==> config.mk <==
export PLATFORM = sky130hd
export DESIGN_NAME = truth_table_sweeper
export DESIGN_NICKNAME = d
export VERILOG_FILES = /design/src/rtl/truth_table_sweeper.sv
export SDC_FILE = /design/constraint.sdc
export NUM_CORES = 1
export LEC_CHECK = 0
export ABC_AREA = 1
export CORE_UTILIZATION = 51
export DETAILED_ROUTE_END_ITERATION = 16
export GPL_TIMING_DRIVEN = 1
export PLACE_DENSITY = 0.89
export SLEW_MARGIN = 10
export SYNTH_ARGS = -nofsm -noshare
export SYNTH_HDL_FRONTEND = slang
export SYNTH_SLANG_ARGS = --single-unit
==> constraint.sdc <==
create_clock -name clock -period 1.6 [get_ports clock]
set_input_delay 0.4 -clock clock [delete_from_list [all_inputs] [get_ports clock]]
set_output_delay 0.4 -clock clock [all_outputs]
set_load 0.02 [all_outputs]
==> src/rtl/truth_table_sweeper.sv <==
// Self-test sequencer for a 3-input logic stage: sweeps x through all eight codes,
// captures the delayed stage output and error flag, and reports a signature and verdict.
module truth_table_sweeper #(
   parameter logic [7:0] TRUTH_TABLE = 8'b00111001,
   // Register stages between z and d_in; legal range 1..4.
   parameter int         LATENCY     = 2
) (
   input  logic       clock,
   input  logic       reset_n,
   input  logic       start,
   output logic [2:0] x_out,
   input  logic       d_in,
   input  logic       err_in,
   output logic       busy,
   output logic       done,
   output logic       pass,
   output logic [3:0] mismatch_count,
   output logic       err_seen,
   output logic [2:0] first_fail_x,
   output logic       first_fail_valid,
   output logic [7:0] signature
);

   // Handshake: start is a level request honoured only in IDLE; done is a one-cycle
   // pulse, and every result output stays stable from done until the next accepted start.
   typedef enum logic [1:0] {
      IDLE   = 2'd0,
      DRIVE  = 2'd1,
      DRAIN  = 2'd2,
      REPORT = 2'd3
   } state_t;

   state_t state;
   state_t state_nx;

   // Tag pipeline: entry j holds the code launched j+1 edges ago.
   logic [LATENCY:0]      tag_v;
   logic [LATENCY:0][2:0] tag_x;

   logic       launch_v;
   logic [2:0] launch_x;
   logic       err_hit;
   logic       smp_v;
   logic [2:0] smp_x;
   logic       smp_bad;
   logic       final_sample;
   logic [3:0] mm_nx;
   logic       err_nx;

   always_comb begin
      err_hit      = tag_v[0] & err_in;
      smp_v        = tag_v[LATENCY];
      smp_x        = tag_x[LATENCY];
      smp_bad      = smp_v && (d_in != TRUTH_TABLE[smp_x]);
      final_sample = smp_v && (smp_x == 3'd7);
      mm_nx        = mismatch_count;
      if (smp_bad && (mismatch_count != 4'd8))
         mm_nx = mismatch_count + 4'd1;
      err_nx       = err_seen | err_hit;
   end

   always_comb begin
      state_nx = state;
      launch_v = 1'b0;
      launch_x = 3'd0;
      case (state)
         IDLE: begin
            if (start) begin
               state_nx = DRIVE;
               launch_v = 1'b1;
               launch_x = 3'd0;
            end
         end
         DRIVE: begin
            if (x_out == 3'd7) begin
               state_nx = DRAIN;
            end else begin
               launch_v = 1'b1;
               launch_x = x_out + 3'd1;
            end
         end
         DRAIN: begin
            if (final_sample)
               state_nx = REPORT;
         end
         REPORT: begin
            state_nx = IDLE;
         end
         default: begin
            state_nx = IDLE;
         end
      endcase
   end

   always_ff @(posedge clock) begin
      if (!reset_n) begin
         state <= IDLE;
         tag_v <= '0;
         tag_x <= '0;
      end else begin
         state <= state_nx;
         tag_v <= {tag_v[LATENCY-1:0], launch_v};
         tag_x <= {tag_x[LATENCY-1:0], launch_x};
      end
   end

   always_ff @(posedge clock) begin
      if (!reset_n) begin
         x_out <= 3'd0;
         busy  <= 1'b0;
         done  <= 1'b0;
         pass  <= 1'b0;
      end else begin
         case (state)
            IDLE: begin
               if (start) begin
                  x_out <= 3'd0;
                  busy  <= 1'b1;
                  pass  <= 1'b0;
               end
            end
            DRIVE: begin
               if (x_out != 3'd7)
                  x_out <= x_out + 3'd1;
            end
            DRAIN: begin
               if (final_sample) begin
                  done <= 1'b1;
                  busy <= 1'b0;
                  // Uses the next-state counters so the last sample is included.
                  pass <= (mm_nx == 4'd0) && !err_nx;
               end
            end
            REPORT: begin
               done  <= 1'b0;
               x_out <= 3'd0;
            end
            default: begin
               done <= 1'b0;
            end
         endcase
      end
   end

   // Result registers: cleared on an accepted start, otherwise updated only by valid tags.
   always_ff @(posedge clock) begin
      if (!reset_n) begin
         mismatch_count   <= 4'd0;
         err_seen         <= 1'b0;
         first_fail_x     <= 3'd0;
         first_fail_valid <= 1'b0;
         signature        <= 8'd0;
      end else if ((state == IDLE) && start) begin
         mismatch_count   <= 4'd0;
         err_seen         <= 1'b0;
         first_fail_x     <= 3'd0;
         first_fail_valid <= 1'b0;
         signature        <= 8'd0;
      end else begin
         mismatch_count <= mm_nx;
         err_seen       <= err_nx;
         if (smp_v)
            signature[smp_x] <= d_in;
         if (smp_bad && !first_fail_valid) begin
            first_fail_x     <= smp_x;
            first_fail_valid <= 1'b1;
         end
      end
   end

endmodule

==> qor.csv <==
stage;metric;value;unit
worst_hold_path;worst hold path stage count;2;
worst_setup_path;slowest stage delay, CP;0.42;ns
layout;register area;764.5;µm²
synthesis;Post-Syn Nets;206;
drt;wire length per cell;11.57;µm
worst_setup_path;CP Cell Sequence;dlygate4sd2_1;
cts;number of buffers created by CTS;5;
synthesis;post-synthesis sequential area ratio;48.99;%
drt;met3 WL;120;µm
synthesis;Distinct cells, synth;21;
sta;period utilisation layout;94.23;%
sta;Clock Skews;0.006626;ns
synthesis;top-area cell type share of the netlist area;48.99;%
layout;fin nets;249;
synthesis;synthesis warning total;0;
synthesis;Synth Register Bits;38;
placement;hpwl dp;2243;µm
sta;worst slew pin tran;0.4788;ns
worst_setup_path;Worst R2R Start;state[1]$_SDFFE_PN0P_;
cts;Root Buffer;clkbuf_4;
drt;met1 wire length;1407;µm
global_routing;grt ovf;0;
drt;WL final;3101;µm
sta;setup violators final;0;
sta;setup TNS;0;ns
sta;final hold vios;0;
worst_setup_path;Worst Path Max Fanout;4;
floorplanning;Core Footprint;0.002829;mm²
layout;Layout area overhead;31.91;%
global_routing;antenna violations before repair;0;
placement;Port Buffers;27;
drt;Via-to-Cell Ratio;5.119;
worst_setup_path;cell count along the critical path;1;
global_routing;first-pass GRT wire length;5402;µm
worst_hold_path;worst hold endpoint;tag_x[4]$_SDFF_PN0_;
drt;Detail Route Antenna Nets;0;
worst_setup_path;startpoint class of the critical path;flop;
layout;Ant. Diodes;0;
run;max cap viols;0;
synthesis;ys flop type;dfxtp_1;
global_routing;gr usage total;21.62;%
worst_setup_path;critical path capture point type;output pin;
floorplanning;die width;57.18;µm
placement;placed insts;260;
worst_hold_path;hold path startpoint;tag_x[1]$_SDFF_PP0_;
global_routing;vias in the first global route;1250;
layout;multi-input logic area;680.7;µm²
floorplanning;Core Rows;19;
floorplanning;height of the die;57.18;µm
cts;CTS tree;done;
synthesis;synth top area cells;dfxtp_1 49%, a21oi_1 8.1%, nand2_1 8.0%;
drt;Remaining DRCs;2;
worst_setup_path;Reg-to-Reg End;signature[4]$_SDFFE_PP0P_;
placement;GPL Wtd Cong;0.9402;
worst_setup_path;Critical Path RT;1.20;ns
synthesis;Syn Inst Count;193;
sta;RSZ-0062 raised after global routing;false;
drt;via count;1372;
worst_setup_path;Crit-path slowest cell;dfxtp_1;
pwr;leakage power;0.9993;nW
layout;proportion of layout cells with a drive suffix above 1;13.50;%
worst_setup_path;WP data arrival;1.11;ns
synthesis;ys async rst share;0;%
sta;Tmin final;1.508;ns
drt;Detailed Route Iter0 Violations;81;
synthesis;leading area contributor after synthesis;dfxtp_1;
worst_setup_path;CP top delay family;flip-flops;
drt;met2 wire len;1531;µm
layout;fin cells;268;
cts;clock slew at reported path FFs;0.11;ns
worst_setup_path;WP buf/inv;1;
pwr;Peak supply drop;1015;µV
synthesis;Netlist Area Pre-Place;0.001553;mm²
floorplanning;Initial Util;54.89;%
floorplanning;# IOs;28;
sta;Max Freq;0.6632;GHz
sta;Max Transition Viols Final;0;
worst_setup_path;R2R depth;7;
pwr;Power Density;1303;mW/mm²
cts;clock tree buffer depth;2;
synthesis;Syn Area/Cell;8.045;µm²
worst_setup_path;crit path kind;flop to output pin;
synthesis;most frequent cell after synthesis;dfxtp_1;
layout;fillcell total;236;
drt;DR pass1 iterations;10;
global_routing;largest net degree at the start of global routing;14;
status;failing checks;design-rule violations;
synthesis;Synth top cells by count;38 x dfxtp_1, 33 x nand2_1, 30 x inv_1;
sta;Worst slew margin;67.96;%
worst_setup_path;flop2flop setup slack;0.12;ns
worst_hold_path;hold crit path type;flop to flop;
cts;Clock Latency Late Sink;0.34;ns
cts;H-Tree Depth;2;
status;outcome;complete, but fails checks;
floorplanning;die area;0.003269;mm²
cts;setup repair bufs after CTS;0;
cts;CTS Sinks;38;
drt;Top Metal Used;met4;
synthesis;EDFF count, synth;0;
[registers in the layout, summed over array words and instances, names as in the netlist, named ones only]
signal	cells
pass	1
state	2
tag_x	6
x_out	3
busy	1
first_fail_x	3
first_fail_valid	1
tag_v	3
smp_x	3
done	1
signature	8
err_seen	1
mismatch_count	4
[cells by family after synthesis]
logic type	synth area share, %
and+or+nand+nor	19.90
AOI/OAI and AO/OA	15.63
DFF	48.99
buffers and inverters	8.461
adders and majority gates	6.447
xor gates and xnor gates	0.5642
[layer usage]
layer / up-vias / GRT usage [%]
li1: 712 / -
met5: - / 0
met4: 0 / 7.317
met2: 29 / 37.98
met1: 626 / 25.32
met3: 5 / 6.122
[report_power, final]
part / leakage [nW] / total, mW / internal (mW) / switching [mW]
logic: 0.632 / 0.737 / 0.310 / 0.427
clock network: 0.0585 / 0.845 / 0.529 / 0.315
registers: 0.309 / 1.09 / 1.03 / 0.0537
total: 0.999 / 2.67 / 1.87 / 0.796
[through the flow]
step           hold slack [ns]  setup WS, ns  utilization, %  area (µm²)  power [mW]
6_report                0.4215       0.09225           72.40        2048       2.668
5_1_grt                 0.4387      0.004776           72.40        2048       2.823
4_1_cts                 0.4239       0.05723           71.56        2024       2.656
3_5_place_dp            0.3981       -0.1967           68.64        1942       1.820
3_3_place_gp            0.3934       -0.1506           68.64        1942       1.805
2_1_floorplan           0.3905       0.09341               -        1553       1.555
[layout make-up]
class / count / share of cell area (%)
sequential: 38 / 37.32
multi-input combinational: 122 / 33.23
timing repair buffer: 38 / 16.43
inverter: 31 / 5.681
clock inverter: 2 / 2.932
clock buffer: 6 / 2.505
tap: 31 / 1.894
[how the worst max path moves through the flow]
stage,slack [ns],endpoint,from
after floorplan,0.09,x_out[1]$_SDFFE_PN0P_,x_out[0]$_SDFFE_PN0P_
after global placement,-0.15,pass$_SDFFE_PN0P_,d_in
after detailed placement,-0.20,pass$_SDFFE_PN0P_,d_in
after CTS,0.06,pass$_SDFFE_PN0P_,state[0]$_SDFFE_PN0P_
after global routing,0.005,first_fail_x[2]$_SDFFE_PP0P_,state[1]$_SDFFE_PN0P_
final,0.09,mismatch_count[3],mismatch_count[3]$_SDFF_PP0_
[placed cells by master, fill, tap and decap left out, drive strengths merged]
master | netlist | routed
inv | 31 | 31
bufinv | 0 | 2
dlygate4sd2 | 0 | 23
a21oi | 25 | 25
o21ai | 9 | 9
nor2 | 22 | 22
xor2 | 1 | 1
buf | 1 | 11
clkdlybuf4s50 | 0 | 4
a211oi | 1 | 1
nand3 | 11 | 11
nor3 | 1 | 1
a311oi | 7 | 7
clkbuf | 1 | 6
dfxtp | 38 | 38
ha | 8 | 8
nand3b | 2 | 2
nand2 | 34 | 34
or2 | 1 | 1
[worst register-to-register path, stage by stage, from the launching register on]
cell      delay (ns)
dfxtp_1         0.37
inv_1           0.08
ha_1            0.22
nand2_1         0.07
inv_1           0.04
nor2_1          0.19
inv_2           0.15
a311oi_1        0.28
[timing repair]
item,CTS,global route
hold buffers,0,0
gates resized for setup,24,8
setup endpoints to repair,26,14
pin swaps,0,1
No activity file was read; power rests on OpenSTA's default activity.
